`src/rtl/vram_arbiter.sv`:
```
// ---------------------------------------------------------------------------
// vram_arbiter
//
// Shares the single 64-bit PVR VRAM port between three requesters:
//   requester 0 : rasterizer (ISP/TSP fetch)
//   requester 1 : TA texture / YUV writes (CS4)
//   requester 2 : SH4 direct VRAM access (CS1 64/32-bit windows)
//
// Round-robin arbitration with a single outstanding transaction. Every
// transaction walks IDLE -> ISSUE -> WAIT -> DONE, so the port is occupied
// for at least four cycles. A programmable timeout forces completion (with
// err) when the memory never returns vram_ack.
//
// Ports
//   clock, reset_n      : clock (rising edge), asynchronous active-low reset
//   req[2:0]            : request level, bit n = requester n
//   we[2:0]             : 1 = write, 0 = read, per requester
//   addr[3*ADDR_W-1:0]  : packed addresses, requester n at [n*ADDR_W +: ADDR_W]
//   wdata[191:0]        : packed write data, 64 bits per requester
//   wmask[23:0]         : packed byte masks, 8 bits per requester
//   ack[2:0]            : one-cycle completion pulse to the owner
//   rdata[63:0]         : read data, valid while ack is nonzero
//   err                 : one-cycle pulse with ack when the access timed out
//   grant[2:0]          : one-hot owner of the current transaction, 0 if idle
//   vram_rd / vram_wr   : one-cycle memory strobes
//   vram_addr/dout/mask : transaction address, write data, byte mask
//   vram_din, vram_ack  : memory read data and completion pulse
//
// All outputs come straight from flops.
// ---------------------------------------------------------------------------
module vram_arbiter #(
    parameter int ADDR_W  = 24,
    parameter int TIMEOUT = 255
) (
    input  logic                  clock,
    input  logic                  reset_n,
    input  logic [2:0]            req,
    input  logic [2:0]            we,
    input  logic [3*ADDR_W-1:0]   addr,
    input  logic [191:0]          wdata,
    input  logic [23:0]           wmask,
    output logic [2:0]            ack,
    output logic [63:0]           rdata,
    output logic                  err,
    output logic [2:0]            grant,
    output logic                  vram_rd,
    output logic                  vram_wr,
    output logic [ADDR_W-1:0]     vram_addr,
    output logic [63:0]           vram_dout,
    output logic [7:0]            vram_mask,
    input  logic [63:0]           vram_din,
    input  logic                  vram_ack
);

    typedef enum logic [1:0] {
        ST_IDLE  = 2'd0,
        ST_ISSUE = 2'd1,
        ST_WAIT  = 2'd2,
        ST_DONE  = 2'd3
    } state_t;

    localparam logic [7:0] TIMEOUT_CNT = 8'(TIMEOUT);

    // -----------------------------------------------------------------------
    // State
    // -----------------------------------------------------------------------
    state_t              state_q,      state_d;
    logic [1:0]          last_q,       last_d;
    logic                after_done_q, after_done_d;
    logic [1:0]          owner_q,      owner_d;
    logic [2:0]          grant_q,      grant_d;
    logic                we_q,         we_d;
    logic [ADDR_W-1:0]   vram_addr_q,  vram_addr_d;
    logic [63:0]         vram_dout_q,  vram_dout_d;
    logic [7:0]          vram_mask_q,  vram_mask_d;
    logic                vram_rd_q,    vram_rd_d;
    logic                vram_wr_q,    vram_wr_d;
    logic [7:0]          cnt_q,        cnt_d;
    logic [2:0]          ack_q,        ack_d;
    logic                err_q,        err_d;
    logic [63:0]         rdata_q,      rdata_d;

    // -----------------------------------------------------------------------
    // Unpack the per-requester buses and build the eligibility vector
    // -----------------------------------------------------------------------
    logic [ADDR_W-1:0] addr_arr  [3];
    logic [63:0]       wdata_arr [3];
    logic [7:0]        wmask_arr [3];
    logic [2:0]        last_oh;
    logic [2:0]        eligible;

    genvar gi;
    generate
        for (gi = 0; gi < 3; gi++) begin : g_unpack
            assign addr_arr[gi]  = addr[gi*ADDR_W +: ADDR_W];
            assign wdata_arr[gi] = wdata[gi*64 +: 64];
            assign wmask_arr[gi] = wmask[gi*8 +: 8];
            assign last_oh[gi]   = (last_q == 2'(gi));
            // The previous winner sits out only the first IDLE cycle after
            // its DONE, which gives it one cycle to drop req after ack.
            assign eligible[gi]  = req[gi] & ~(after_done_q & last_oh[gi]);
        end
    endgenerate

    // -----------------------------------------------------------------------
    // Round-robin winner: scan last+1, last+2, last+3 (mod 3)
    // -----------------------------------------------------------------------
    function automatic logic [1:0] rr_index(input logic [1:0] base,
                                            input logic [1:0] step);
        logic [2:0] sum;
        sum = {1'b0, base} + {1'b0, step};
        if (sum >= 3'd3) begin
            sum = sum - 3'd3;
        end
        return sum[1:0];
    endfunction

    logic       win_found;
    logic [1:0] win_idx;
    logic [1:0] scan_idx;

    always_comb begin
        win_found = 1'b0;
        win_idx   = 2'd0;
        scan_idx  = 2'd0;
        for (int k = 1; k <= 3; k++) begin
            scan_idx = rr_index(last_q, 2'(k));
            if (!win_found && eligible[scan_idx]) begin
                win_found = 1'b1;
                win_idx   = scan_idx;
            end
        end
    end

    // Winner's request fields
    logic              sel_we;
    logic [ADDR_W-1:0] sel_addr;
    logic [63:0]       sel_wdata;
    logic [7:0]        sel_wmask;

    always_comb begin
        case (win_idx)
            2'd0: begin
                sel_we    = we[0];
                sel_addr  = addr_arr[0];
                sel_wdata = wdata_arr[0];
                sel_wmask = wmask_arr[0];
            end
            2'd1: begin
                sel_we    = we[1];
                sel_addr  = addr_arr[1];
                sel_wdata = wdata_arr[1];
                sel_wmask = wmask_arr[1];
            end
            default: begin
                sel_we    = we[2];
                sel_addr  = addr_arr[2];
                sel_wdata = wdata_arr[2];
                sel_wmask = wmask_arr[2];
            end
        endcase
    end

    // -----------------------------------------------------------------------
    // Next-state logic
    // -----------------------------------------------------------------------
    always_comb begin
        state_d      = state_q;
        last_d       = last_q;
        after_done_d = 1'b0;
        owner_d      = owner_q;
        grant_d      = grant_q;
        we_d         = we_q;
        vram_addr_d  = vram_addr_q;
        vram_dout_d  = vram_dout_q;
        vram_mask_d  = vram_mask_q;
        vram_rd_d    = 1'b0;
        vram_wr_d    = 1'b0;
        cnt_d        = cnt_q;
        ack_d        = 3'b000;
        err_d        = 1'b0;
        rdata_d      = rdata_q;

        case (state_q)
            ST_IDLE: begin
                if (win_found) begin
                    owner_d     = win_idx;
                    grant_d     = 3'b001 << win_idx;
                    we_d        = sel_we;
                    vram_addr_d = sel_addr;
                    vram_dout_d = sel_wdata;
                    vram_mask_d = sel_wmask;
                    // Strobe is registered here so it is high during ISSUE.
                    vram_rd_d   = ~sel_we;
                    vram_wr_d   = sel_we;
                    state_d     = ST_ISSUE;
                end
            end

            ST_ISSUE: begin
                cnt_d   = 8'd0;
                state_d = ST_WAIT;
            end

            ST_WAIT: begin
                if (vram_ack) begin
                    // A late ack on the timeout cycle still wins.
                    if (!we_q) begin
                        rdata_d = vram_din;
                    end
                    ack_d   = grant_q;
                    state_d = ST_DONE;
                end else if (cnt_q == TIMEOUT_CNT) begin
                    rdata_d = 64'd0;
                    err_d   = 1'b1;
                    ack_d   = grant_q;
                    state_d = ST_DONE;
                end else begin
                    cnt_d = cnt_q + 8'd1;
                end
            end

            ST_DONE: begin
                // ack/err flops are high during this cycle.
                last_d       = owner_q;
                after_done_d = 1'b1;
                grant_d      = 3'b000;
                state_d      = ST_IDLE;
            end

            default: begin
                state_d = ST_IDLE;
            end
        endcase
    end

    // -----------------------------------------------------------------------
    // Registers
    // -----------------------------------------------------------------------
    always_ff @(posedge clock or negedge reset_n) begin
        if (!reset_n) begin
            state_q      <= ST_IDLE;
            last_q       <= 2'd2;     // first scan order is 0, 1, 2
            after_done_q <= 1'b0;
            owner_q      <= 2'd0;
            grant_q      <= 3'b000;
            we_q         <= 1'b0;
            vram_addr_q  <= '0;
            vram_dout_q  <= 64'd0;
            vram_mask_q  <= 8'd0;
            vram_rd_q    <= 1'b0;
            vram_wr_q    <= 1'b0;
            cnt_q        <= 8'd0;
            ack_q        <= 3'b000;
            err_q        <= 1'b0;
            rdata_q      <= 64'd0;
        end else begin
            state_q      <= state_d;
            last_q       <= last_d;
            after_done_q <= after_done_d;
            owner_q      <= owner_d;
            grant_q      <= grant_d;
            we_q         <= we_d;
            vram_addr_q  <= vram_addr_d;
            vram_dout_q  <= vram_dout_d;
            vram_mask_q  <= vram_mask_d;
            vram_rd_q    <= vram_rd_d;
            vram_wr_q    <= vram_wr_d;
            cnt_q        <= cnt_d;
            ack_q        <= ack_d;
            err_q        <= err_d;
            rdata_q      <= rdata_d;
        end
    end

    assign ack       = ack_q;
    assign rdata     = rdata_q;
    assign err       = err_q;
    assign grant     = grant_q;
    assign vram_rd   = vram_rd_q;
    assign vram_wr   = vram_wr_q;
    assign vram_addr = vram_addr_q;
    assign vram_dout = vram_dout_q;
    assign vram_mask = vram_mask_q;

endmodule
```
`config.mk`:
```
export PLATFORM = sky130hd
export DESIGN_NAME = vram_arbiter
export DESIGN_NICKNAME = d
export VERILOG_FILES = /design/src/rtl/vram_arbiter.sv
export SDC_FILE = /design/constraint.sdc
export NUM_CORES = 1
export LEC_CHECK = 0
export CAP_MARGIN = 20
export CORE_AREA = 2 2 203 205
export CTS_CLUSTER_DIAMETER = 60
export DETAILED_ROUTE_END_ITERATION = 8
export DIE_AREA = 0 0 205 207
export PLACE_DENSITY = 0.6
export REMOVE_ABC_BUFFERS = 1
export SYNTH_ARGS = -nofsm -noshare
export SYNTH_HDL_FRONTEND = slang
export SYNTH_SLANG_ARGS = --single-unit
```
`constraint.sdc`:
```
create_clock -name clock -period 7.1 [get_ports clock]
set_input_delay 1.42 -clock clock [delete_from_list [all_inputs] [get_ports clock]]
set_output_delay 1.42 -clock clock [all_outputs]
set_load 0.03 [all_outputs]
```
==> flow_summary.json <==
{
  "start_kind": "input pin",
  "antenna_found_initial": 8,
  "clock_path_buffers": 2,
  "period_share": 0.598,
  "path_class": "input pin to flip-flop",
  "power_density_nw_per_um2": 463,
  "setup_tns_ns": 0,
  "cts_setup_buffers": 0,
  "r2r_start": "last_q[1]$_DFFE_PN1P_",
  "synth_edf_count": 0,
  "yosysMostFrequentCell": "dfrtp_1",
  "path_max_fanout": 40,
  "cap_violations": 0,
  "cp_slowest_stage_delay_ns": 0.96,
  "ant_nets": 0,
  "vias_per_cell": 4.64,
  "fill_cells": 4118,
  "cts_tree": "done",
  "grt_first_pass_wirelength_um": 55300,
  "grt_usage": 0.173,
  "hold_buffers": 0,
  "slew_violations": 0,
  "syn_to_final_growth_pct": 76.1,
  "fin_crit_ns": 4.25,
  "dp_slack_ns": 2.38,
  "cts_sinks": 185,
  "first_global_vias": 9017,
  "clk_pin_slew_ns": 0.07,
  "io_buffers": 529,
  "layout_setup_ws_ns": 2.85,
  "ctsResizeCount": 0,
  "wire_per_inst_um": 19.7,
  "fmax_mhz": 235,
  "setup_viol": 0,
  "io_pins": 530,
  "layout-drive-gt1-share": 0.0413,
  "irDropWorstVdd_mv": 0.233,
  "critPathLaunch": "req[2]",
  "max_slew.worst_pin.slew_ns": 1.08,
  "cts_root_buf": "clkbuf_16",
  "critPathRequiredTime_ns": 7.49,
  "seq_area_frac_synth": 0.555,
  "status": "finished clean",
  "first_pass_iters": 8,
  "synthFlopType": "dfrtp_1",
  "design.core.area_um2": 40400,
  "min_path_type": "flip-flop to flip-flop",
  "fp-row-count": 74,
  "finalHoldViolCount": 0,
  "cts_htree_levels": 4,
  "grt_max_degree": 102,
  "wl_met3_um": 3910,
  "path_cells": "clkdlybuf4s50_1 > a21boi_0 > a32oi_1 > o221ai_1 > o21bai_4 > buf_4 > a222oi_1 > a21oi_1",
  "gr-total-overflow": 0,
  "synth_top_cell_by_area": "dfrtp_1",
  "syn_area_per_cell_um2": 9.72,
  "ys_ff_latch": 185,
  "finalWeightedCongestion": 0.820,
  "clkLatencyLatePin_ns": 0.47,
  "syn_area_um2": 8350,
  "clock_skew_ns": 0.0122,
  "relSlewSlack": 0.275,
  "rsz0062_at_grt": "false",
  "cp.arrival_ns": 4.64,
  "drt_iter0_drc": 884,
  "drcViolationCount": 0,
  "netlist_top_cells_count": "184 x dfrtp_1, 151 x nand2_1, 106 x nor2_1",
  "synth_cells": 859,
  "cts_buffers": 17,
  "cpMaxStageDelayCell": "o21bai_4",
  "die-area_um2": 42400,
  "async_reset_ff_frac": 1.00,
  "synth_top_area_frac": 0.552,
  "start_util": 0.207,
  "die_h_um": 207,
  "hp-start": "rdata[5]$_DFFE_PN0P_",
  "dp.final_hpwl_um": 27700,
  "die_w_um": 205,
  "routed.top_layer": "met5",
  "timing.hold.ws_ns": 0.483,
  "wl_met2_um": 18600,
  "ys_types": 46,
  "ys_top_cells_by_area": "dfrtp_1 55%, a222oi_1 12%, nand2_1 6.8%",
  "cp-end-kind": "flip-flop",
  "multi_input_area_um2": 3390,
  "routed_wl_um": 37400,
  "seq_area_um2": 4630,
  "leakagePower_nw": 5.82,
  "ys_warn_count": 0,
  "wl_met1_um": 14000,
  "nNetsFinal": 1713,
  "vias": 8790
}
## worst max-delay path: cells and delay by family
kind | cells | cell delay [ns]
compound gates | 6 | 2.13
buf+inv | 2 | 1.06
## cells in the final DEF (no fill, tap or decap), types with 2 or more instances in the layout
cell and count:
nand4_1 2, buf_12 2, a21boi_0 2, diode_2 5, nand2b_1 3, clkdlybuf4s50_1 527, nor2_1 106, clkinvlp_4 4
clkbuf_16 17, o21a_1 2, a21oi_1 97, o211ai_1 2, mux2i_1 2, buf_4 10, and2_1 6, and4_1 2
xor2_1 3, inv_1 7, inv_6 8, nor2b_1 2, dfrtp_1 184, nor3_1 4, a222oi_1 96, ha_1 9
o31ai_1 2, nand3_1 4, mux2_2 3, nand2_1 150, o21ai_0 72
## final timing paths
kind                                              to  slack, ns  cells past startpoint
max in group asynchronous  vram_addr[10]$_DFFE_PN0P_       4.62                      2
hold / removal                  rdata[5]$_DFFE_PN0P_       0.48                      2
setup reg to reg           vram_dout[58]$_DFFE_PN0P_       3.30                      9
hold reg to reg                 rdata[5]$_DFFE_PN0P_       0.48                      2
min in group asynchronous      rdata[46]$_DFFE_PN0P_       1.05                      1
setup / recovery           vram_dout[58]$_DFFE_PN0P_       2.85                      8
## power breakdown
part	total, mW	leakage (nW)	switching, mW	internal (mW)
clock	0.961	0.266	0.470	0.491
sequential	1.83	2.23	0.278	1.55
combinational	4.01	3.33	2.42	1.59
total	6.80	5.82	3.17	3.64
## metrics by stage
step	power, mW	cells	area [um2]	utilization
after CTS	6.91	1888	14700	0.364
after detailed placement	5.91	1856	14100	0.350
after floorplan	4.15	783	8010	-
final	6.80	1893	14700	0.364
after global routing	7.27	1891	14700	0.364
after global placement	5.85	1856	14100	0.350
## area by class of cell
class	count	area share
Timing Repair Buffer	541	0.368
Sequential cell	185	0.315
Multi-Input combinational cell	591	0.231
Tap cell	532	0.0453
Clock buffer	18	0.0292
Clock inverter	14	0.00919
Inverter	7	0.00179
Antenna cell	5	0.000851
## layer usage
layer  GRT usage  vias up
met2       0.291      436
li1            -     4134
met4      0.0781        4
met5           0        -
met1       0.191     4171
met3      0.0694       45
## flip-flops by register name, summed over array words and instances (netlist names), 2 cells and up
name,count
vram_mask,8
rdata,64
ack,3
vram_dout,64
cnt_q,8
grant,3
last_q,2
owner_q,2
vram_addr,24
state_q,2
## logic make-up after synthesis
kind of cell             Yosys count  share of synthesized area
AO/OA/AOI/OAI                    290                      0.243
XOR/XNOR                           4                    0.00420
adder cells (fa/ha/maj)            9                     0.0135
buffers and inverters             83                     0.0433
flip-flops                       185                      0.555
multiplexers                       5                    0.00644
AND/OR/NAND/NOR                  283                      0.135
(Power assumes the default switching activity.)
